## src/rtl/alu_issue_ctrl.sv

```systemverilog
// alu_issue_ctrl: command sequencer in front of TotalALU.
//   Accepts one {ctrl, A, B} command at a time over cmd_valid/cmd_ready and
//   drives TotalALU's Signal/dataA/dataB. A MULTU is held for MUL_CYCLES
//   cycles, followed by MUL_GAP NOP cycles. MFHI and then MFLO are issued
//   automatically to read the product back. Each ALU result word is
//   returned over res_valid/res_ready.
// Optional feature: `define ALU_ISSUE_OPCHK_EN rejects unknown opcodes.
//   A rejected op drives NOP and answers with res_err=1, res_data=0.
// Ports:
//   clk, reset                      rising-edge clock; sync active-high reset
//   cmd_valid/cmd_ready             command handshake (ready only in idle)
//   cmd_ctrl, cmd_a, cmd_b          opcode and operands
//   alu_signal, alu_a, alu_b        to TotalALU Signal/dataA/dataB
//   alu_out                         from TotalALU Output
//   res_valid/res_ready             result handshake
//   res_data, res_hi, res_last      result word, HI-half flag, final-word flag
//   res_err                         opcode rejected (0 unless OPCHK enabled)
module alu_issue_ctrl #(
  parameter int unsigned DATA_W     = 32,
  parameter int unsigned MUL_CYCLES = 33,
  parameter int unsigned MUL_GAP    = 2
) (
  input  logic              clk,
  input  logic              reset,
  input  logic              cmd_valid,
  output logic              cmd_ready,
  input  logic [5:0]        cmd_ctrl,
  input  logic [DATA_W-1:0] cmd_a,
  input  logic [DATA_W-1:0] cmd_b,
  output logic [5:0]        alu_signal,
  output logic [DATA_W-1:0] alu_a,
  output logic [DATA_W-1:0] alu_b,
  input  logic [DATA_W-1:0] alu_out,
  output logic              res_valid,
  input  logic              res_ready,
  output logic [DATA_W-1:0] res_data,
  output logic              res_hi,
  output logic              res_last,
  output logic              res_err
);

  localparam logic [5:0] OpNop   = 6'd0;
  localparam logic [5:0] OpMultu = 6'd25;
  localparam logic [5:0] OpMfhi  = 6'd16;
  localparam logic [5:0] OpMflo  = 6'd18;

  // The counter is reloaded on every state entry, so it never wraps.
  localparam logic [5:0] MulLoad = 6'(MUL_CYCLES - 1);
  localparam logic [5:0] GapLoad = 6'(MUL_GAP - 1);

  typedef enum logic [2:0] {
    StIdle, StIssue, StMulWait, StGap, StRdHi, StRespHi, StRdLo, StResp
  } state_e;

  state_e            state_q, state_d;
  logic [5:0]        cnt_q, cnt_d;
  logic [5:0]        ctrl_q, ctrl_d;
  logic [DATA_W-1:0] a_q, a_d;
  logic [DATA_W-1:0] b_q, b_d;
  logic [DATA_W-1:0] data_q, data_d;
  logic              err_q, err_d;
  logic              bad_q, bad_d;
  logic              cmd_bad;

`ifdef ALU_ISSUE_OPCHK_EN
  always_comb begin
    unique case (cmd_ctrl)
      6'd36, 6'd37, 6'd32, 6'd34, 6'd42, 6'd2, 6'd25: cmd_bad = 1'b0;
      default:                                        cmd_bad = 1'b1;
    endcase
  end
`else
  assign cmd_bad = 1'b0;
`endif

  always_comb begin
    state_d    = state_q;
    cnt_d      = cnt_q;
    ctrl_d     = ctrl_q;
    a_d        = a_q;
    b_d        = b_q;
    data_d     = data_q;
    err_d      = err_q;
    bad_d      = bad_q;
    alu_signal = OpNop;
    unique case (state_q)
      StIdle: begin
        // cmd_ready is high in idle, so valid alone means accept.
        if (cmd_valid) begin
          ctrl_d = cmd_ctrl;
          a_d    = cmd_a;
          b_d    = cmd_b;
          bad_d  = cmd_bad;
          if (cmd_ctrl == OpMultu) begin
            state_d = StMulWait;
            cnt_d   = MulLoad;
          end else begin
            state_d = StIssue;
          end
        end
      end
      StIssue: begin
        alu_signal = bad_q ? OpNop : ctrl_q;
        data_d     = bad_q ? '0 : alu_out;
        err_d      = bad_q;
        state_d    = StResp;
      end
      StMulWait: begin
        alu_signal = OpMultu;
        if (cnt_q == 6'd0) begin
          if (MUL_GAP == 0) begin
            state_d = StRdHi;
          end else begin
            state_d = StGap;
            cnt_d   = GapLoad;
          end
        end else begin
          cnt_d = cnt_q - 6'd1;
        end
      end
      StGap: begin
        if (cnt_q == 6'd0) state_d = StRdHi;
        else               cnt_d   = cnt_q - 6'd1;
      end
      StRdHi: begin
        alu_signal = OpMfhi;
        data_d     = alu_out;
        err_d      = 1'b0;
        state_d    = StRespHi;
      end
      StRespHi: begin
        if (res_ready) state_d = StRdLo;
      end
      StRdLo: begin
        alu_signal = OpMflo;
        data_d     = alu_out;
        err_d      = 1'b0;
        state_d    = StResp;
      end
      StResp: begin
        if (res_ready) state_d = StIdle;
      end
      default: state_d = StIdle;
    endcase
  end

  always_ff @(posedge clk) begin
    if (reset) begin
      state_q <= StIdle;
      cnt_q   <= '0;
      ctrl_q  <= '0;
      a_q     <= '0;
      b_q     <= '0;
      data_q  <= '0;
      err_q   <= 1'b0;
      bad_q   <= 1'b0;
    end else begin
      state_q <= state_d;
      cnt_q   <= cnt_d;
      ctrl_q  <= ctrl_d;
      a_q     <= a_d;
      b_q     <= b_d;
      data_q  <= data_d;
      err_q   <= err_d;
      bad_q   <= bad_d;
    end
  end

  // Operands come straight from the latched command, so they hold their
  // last value whenever the ALU is idle.
  assign alu_a     = a_q;
  assign alu_b     = b_q;
  assign cmd_ready = (state_q == StIdle);
  assign res_valid = (state_q == StResp) || (state_q == StRespHi);
  assign res_hi    = (state_q == StRespHi);
  assign res_last  = (state_q == StResp);
  assign res_data  = data_q;
  assign res_err   = err_q;

endmodule

```

## config.mk

```make
export PLATFORM = sky130hd
export DESIGN_NAME = alu_issue_ctrl
export DESIGN_NICKNAME = d
export VERILOG_FILES = /design/src/rtl/alu_issue_ctrl.sv
export SDC_FILE = /design/constraint.sdc
export NUM_CORES = 1
export LEC_CHECK = 0
export BUFFER_PORTS_ARGS = -buffer_cell sky130_fd_sc_hd__buf_2
export CORE_UTILIZATION = 45
export CTS_CLUSTER_DIAMETER = 40
export DETAILED_ROUTE_END_ITERATION = 10
export HOLD_SLACK_MARGIN = 0.05
export PLACE_DENSITY = 0.79
export SLEW_MARGIN = 40
export SYNTH_ARGS = -nofsm -noshare
export SYNTH_HDL_FRONTEND = slang
export SYNTH_SLANG_ARGS = --single-unit
```

## constraint.sdc

```tcl
create_clock -name clk -period 4.5 [get_ports clk]
set_clock_uncertainty 0.2 [all_clocks]
set_input_delay 0.675 -clock clk [delete_from_list [all_inputs] [get_ports clk]]
set_output_delay 0.675 -clock clk [all_outputs]
set_load 0.1 [all_outputs]
```

== Word-level counts from Yosys, hierarchy flattened ==
Index checks and enable logic that the tools add are counted.
Storage, ports and cells
  bits in registers: 112
  bits in latches: 0
  memory bits (writable): 0
  memory bits (read-only): 0
  input port bits: 106
  output and inout bits: 107
  logic and storage cells: 49
  memories kept: 0
Operators by class
  $add $sub $neg: 1
  $mul: 0
  divide/modulo/power cells: 0
  order comparisons: 0
  eq/ne operators: 15
  shift-type cells: 0
  mux-type cells: 15
  bitwise gates (word level): 0
  reduce and logical (&&, ||, !) cells: 11
Operator list (count)
  32-bit two-way mux: 1
  6-bit two-way mux: 4
  6-bit one-hot mux with 4 select lines: 1
  3-bit one-hot mux with 7 select lines: 1
  6-bit one-hot mux with 3 select lines: 1
  3-bit two-way mux: 5
  3-bit == test, second input constant: 4
  2-bit != test, second input constant: 6
  3-bit by 2-bit == test with 1-bit output, second input constant: 2
  6-bit by 5-bit == test with 1-bit output, second input constant: 1
  6-bit zero test: 1
  6-bit by 1-bit subtractor with 6-bit output, second input constant: 1
  5-bit AND reduction: 1
  4-bit AND reduction: 1
  2-bit OR reduction: 2
  3-bit by 1-bit == test with 1-bit output, second input constant: 1
  3-bit zero test: 1
  3-bit nonzero test: 1
  3-bit OR reduction: 1
  2-bit two-way mux: 1
  2-bit by 1-bit != test with 1-bit output, second input constant: 1
  2-bit AND reduction: 1
  2-bit nonzero test: 1
  1-bit logical OR: 1
  1-bit two-way mux: 1

== Depth between registers and ports, before layout ==
Gate-level depths: netlist (run 1).
  depth after elaboration: 4
  mapped depth: 7

== Worst setup path before layout (run 1) ==
OpenSTA, ideal clock, no wires.
  path kind: reg-to-output
  start point: reg state_q[1]
  end point: out alu_signal[1]
  arrival time: 2.853 ns
  path slack: 0.772 ns
  cell stages (with the launch flop): 4
  buffers on the path: 1
  path through: dfxtp_1 > clkbuf_1 > nand2_1 > o21ai_0
On the way
  cells in the longest elaborated chain, start to end: 2
  elaborated cells on any way between the ends: 5
  those cells by class: 4 x eq/ne; 1 x mux
RTL lines
  start, declared: RTL line 55  | state_e state_q, state_d;
  start signal, assigned: RTL line 149  | state_q <= StIdle;
  start signal, assigned: RTL line 158  | state_q <= state_d;
  3-bit == test, or another cell as far along: RTL line 86  | unique case (state_q)
  6-bit one-hot mux with 4 select lines *: RTL line 86
  end, declared: RTL line 30  | output logic [5:0] alu_signal,
Every way passes the cells marked *; elsewhere a longest branch is shown, timed or not.

== Final worst setup path (run 1) ==
  start point: reg state_q[0]
  end point: out alu_signal[3]
The elaborated chain is that of the path after synthesis.

==> impl_metrics.tcl, run 1 <==
set metrics [dict create \
    synth_adder_area_share_pct 0.294 \
    post_drt_wl_per_cell_um 13.6 \
    cts_made_buffers 9 \
    outcome "finished, final reports clean" \
    yosys.area.top_type_share_pct 52.3 \
    routed_wl_um 11500 \
    hold_path_class "flop to flop" \
    dieArea_um2 9840 \
    synth-xor-area-share_pct 0 \
    drtAntennaViolNets 0 \
    gp_congestion 0.840 \
    top_usage_layer "met2" \
    path_class "flop to output port" \
    yosysTopAreaCell "dfxtp_1" \
    grt_use_met1_pct 27.4 \
    drt_pre_antenna_iters 5 \
    slew_headroom_pct 43.3 \
    layoutNonFillerInstCount 848 \
    synth_top_family_by_area "simple AND/OR/NAND/NOR gates" \
    cts-root-buf "clkbuf_8" \
    n_fill_cell 832 \
    synth-simple-area-share_pct 24.4 \
    seq_area_um2 2220 \
    worstPathArrival_ps 2180 \
    cts_resized 0 \
    cts.hold.buffers_added 0 \
    crit_path_start_kind "flop" \
    synth-edff-count 0 \
    final_nets 839 \
    grt_util_met3_pct 3.94 \
    met2_usage_pct 40.6 \
    postCtsSetupRepairBufs 0 \
    cp.required_ps 3620 \
    pin_count 213 \
    synthTopCellsByArea "dfxtp_1, nand2_1, a21oi_1" \
    yosysSeqAreaShare_pct 52.3 \
    finalSetupTns_ps 0 \
    diodes 0 \
    fin_crit_sh_pct 67.9 \
    cts_tree "done" \
    post-place-cells 832 \
    cp_max_fo 19 \
    grt_max_degree 113 \
    multi_input_area_um2 1860 \
    grt_pass1_wl_um 18300 \
    fin_crit_ps 3060 \
    drt-initial-drc-count 215 \
    ys.flop_type "dfxtp_1" \
    core-area_um2 9200 \
    synthCells 548 \
    port_buffers 211 \
    die_h_um 99.2 \
    muxShareOfSynthArea_pct 0.500 \
    hpwl_um 7950 \
    drive_gt1_share_pct 32.7 \
    antenna_found_initial 0 \
    fmax_mhz 327 \
    tightest_slew_ps 851 \
    synth_area_um2 4250 \
    via_per_inst 5.10 \
    synthDistinctLibCells 45 \
    layout_common_cells "nand2_1, buf_2, a21oi_1, dfxtp_1, clkbuf_8" \
    drv_cap 0 \
    endpoint_kind "output port" \
    final-hold-violation-count 0 \
    rsz0062_at_grt "false" \
    die-width_um 99.2 \
    ys_async_sr_fraction_pct 0 \
    drv_slew 0 \
    drc 0 \
    syn-num-nets 655 \
    start_util_pct 46.2 \
    worst_skew_pair.late_latency_ps 360 \
    grt_overflow 0 \
    area_growth_pct 29.4 \
    track_usage_pct 22.9 \
    syn_area_per_cell_um2 7.76 \
    rows 35 \
    final_common_cell "nand2_1" \
    vias 4327 \
    htreeDepth 3 \
    grt_pass1_vias 3883 \
    ys.warnings.count 0 \
    synth_compound_area_share_pct 17.9 \
    clockBufferDepth 2 \
    fin_util_pct 59.8 \
    ys_seq_elements 111 \
    clkTransAtPathRegs_ps 90 \
    final-setup-viol-count 0 \
    cts_sinks 111 \
]
[layer usage]
layer	share of wire [%]	vias to the layer above
met2	50	153
met4	2.5	0
met1	42	1972
met3	5.2	21
li1	-	2181
met5	0	-
[sequential cells by signal, indices dropped and copies added, names as in the netlist]
name	count
alu_b	32
res_data	32
ctrl_q	6
state_q	3
cnt_q	6
alu_a	32
[logic make-up after synthesis]
| group | after synthesis |
|---|---|
| adders and majority gates | 1 |
| DFF | 111 |
| buffers and inverters | 47 |
| AOI/OAI and AO/OA | 137 |
| other | 1 |
| and+or+nand+nor | 249 |
| muxes | 2 |
[cells in the mapped netlist (all sizes together) (2+ instances only)]
cell type,instances
a211oi,4
or4,5
buf,3
nand2,212
nor2,5
nor3,2
nand3,10
dfxtp,111
o211ai,2
o21ai,5
clkbuf,38
and3,4
a211o,3
o311ai,2
nor4,2
o31ai,2
a21oi,111
and2b,2
inv,6
[worst max-delay path: stages (launching register included)]
cell	delay (ps)
dfxtp_1	690
inv_1	290
nor2_1	190
nand2_1	70
a21oi_1	140
buf_2	440
[area by class of cell]
type | count | area share (%)
sequential | 111 | 40.4
multi-input combinational | 390 | 33.8
timing repair buffer | 214 | 19.7
tap | 111 | 2.53
clock buffer | 11 | 2.39
clock inverter | 5 | 0.728
inverter | 6 | 0.410
[worst paths after layout]
check / from / endpoint / slack, ps / cells after the start
worst max register to register: state_q[2]$_SDFFE_PP0P_ / alu_a[26]$_SDFFE_PP0P_ / 1890 / 5
worst min-delay path: alu_b[22]$_SDFFE_PP0P_ / alu_b[22]$_SDFFE_PP0P_ / 250 / 2
worst max-delay path: state_q[0]$_SDFFE_PP0P_ / alu_signal[3] / 1440 / 5
worst min register to register: alu_b[22]$_SDFFE_PP0P_ / alu_b[22]$_SDFFE_PP0P_ / 250 / 2
[metrics by stage]
| step | cell area [um2] | setup WS [ps] | hold slack, ps |
|---|---|---|---|
| finish | 5500 | 1440 | 255 |
| global route | 5500 | 1300 | 271 |
| CTS | 5500 | 1460 | 257 |
| detailed placement | 5330 | 1850 | 241 |
| global placement | 5310 | 1630 | 235 |
| floorplan | 4250 | 772 | 232 |
Power of run 1 is left out: the tool's default activity adds up to more than one toggle a clock period on the data nets, which glitch-free logic cannot reach.
==> run 2: changes to the inputs <==
==> constraint.sdc (replaced) <==
create_clock -name clk -period 3 [get_ports clk]
set_clock_uncertainty 0.2 [all_clocks]
set_input_delay 0.45 -clock clk [delete_from_list [all_inputs] [get_ports clk]]
set_output_delay 0.45 -clock clk [all_outputs]
set_load 0.1 [all_outputs]
==> impl_metrics.tcl, run 2 (synthesis results as in run 1) <==
set metrics [dict create \
    outcome "finished, final reports clean" \
    diodes 0 \
    final_nets 842 \
    hold-path-cell-count 3 \
    endpoint_kind "output port" \
    drt-initial-drc-count 188 \
    crit_path_start_kind "flop" \
    cts_made_buffers 9 \
    r2r_slack_ps 540 \
    clockBufferDepth 2 \
    drc 0 \
    rows 35 \
    worst_skew_pair.late_latency_ps 360 \
    via_per_inst 5.12 \
    hold_path_class "input pin to flop" \
    postCtsSetupRepairBufs 0 \
    finalSetupTns_ps 0 \
    die_h_um 99.2 \
    gp_congestion 0.884 \
    dieArea_um2 9840 \
    fin_crit_sh_pct 92.7 \
    htreeDepth 3 \
    drt_pre_antenna_iters 4 \
    crit_family "simple AND/OR/NAND/NOR gates" \
    path_cells "nor2_1 > and3_1 > buf_2" \
    slew_headroom_pct 53.3 \
    post-place-cells 835 \
    cts_resized 0 \
    cts-root-buf "clkbuf_8" \
    layoutNonFillerInstCount 850 \
    port_buffers 211 \
    hpwl_um 7940 \
    post_drt_wl_per_cell_um 13.2 \
    hold_start "cmd_b[8]" \
    drive_gt1_share_pct 33.3 \
    fin_crit_ps 2780 \
    rr_startpoint "state_q[2]$_SDFFE_PP0P_" \
    grt_pass1_vias 3977 \
    grt_overflow 0 \
    fin_util_pct 60.3 \
    core-area_um2 9200 \
    fmax_mhz 359 \
    rsz0062_at_grt "false" \
    drv_cap 0 \
    start_util_pct 46.2 \
    track_usage_pct 22.4 \
    tightest_slew_ps 698 \
    cts.hold.buffers_added 0 \
    routed_wl_um 11300 \
    worstHoldEndpoint "alu_b[8]$_SDFFE_PP0P_" \
    reg2reg_to "alu_a[27]$_SDFFE_PP0P_" \
    clkTransAtPathRegs_ps 110 \
    drv_slew 0 \
    cts_sinks 111 \
    vias 4349 \
    cp.required_ps 2350 \
    r2r_cells 5 \
    grt_pass1_wl_um 17800 \
    grt_max_degree 71 \
    drtAntennaViolNets 0 \
    worstPathArrival_ps 2130 \
    cts_tree "done" \
    die-width_um 99.2 \
    final_common_cell "nand2_1" \
    path_class "flop to output port" \
    slowest_stage "nor2_1" \
    layout_common_cells "nand2_1, buf_2, a21oi_1, dfxtp_1, clkbuf_8" \
    antenna_found_initial 0 \
    final-hold-violation-count 0 \
    pin_count 213 \
    final-setup-viol-count 0 \
    area_growth_pct 30.5 \
    crit_buf_inv 1 \
    slowest_delay_ps 620 \
    cp_max_fo 16 \
]
==> run 2: layout make-up <==
type	count	area [um2]
inverters	6	22.5
repair buffers	217	1130
flip-flops and latches	111	2220
well taps	111	139
clock buffers	10	138
fillers	844	3650
clock inverters	5	42.5
multi-input cells	390	1850
==> run 2: worst min-delay path, stage by stage <==
cell     delay [ps]
buf_2            90
nand2_1          40
a21oi_1          50
==> run 2: per-layer routing <==
metal | global-route usage [%] | wire length (um) | share of wire, %
met5 | 0 | 0 | 0
met4 | 9.50 | 276 | 2.5
met3 | 6.25 | 606 | 5.4
met2 | 39.1 | 5650 | 50
met1 | 26.0 | 4730 | 42
==> run 2: worst max path at each step <==
stage	start	to	cells past startpoint
6_report	state_q[2]$_SDFFE_PP0P_	alu_signal[5]	3
5_1_grt	state_q[2]$_SDFFE_PP0P_	alu_signal[4]	4
2_1_floorplan	state_q[1]$_SDFFE_PP0P_	alu_signal[0]	3
3_3_place_gp	state_q[2]$_SDFFE_PP0P_	alu_signal[4]	4
3_5_place_dp	state_q[2]$_SDFFE_PP0P_	alu_a[27]$_SDFFE_PP0P_	5
4_1_cts	state_q[2]$_SDFFE_PP0P_	alu_signal[5]	3
==> run 2: stage by stage <==
step | setup slack, ps | instance area (um2) | hold WS, ps
CTS | 217 | 5550 | 91.4
global route | 40.9 | 5550 | 81.5
detailed placement | 579 | 5370 | 240
global placement | 660 | 5370 | 236
floorplan | 120 | 4260 | 232
finish | 218 | 5550 | 104
Power of run 2 is left out for the same reason.
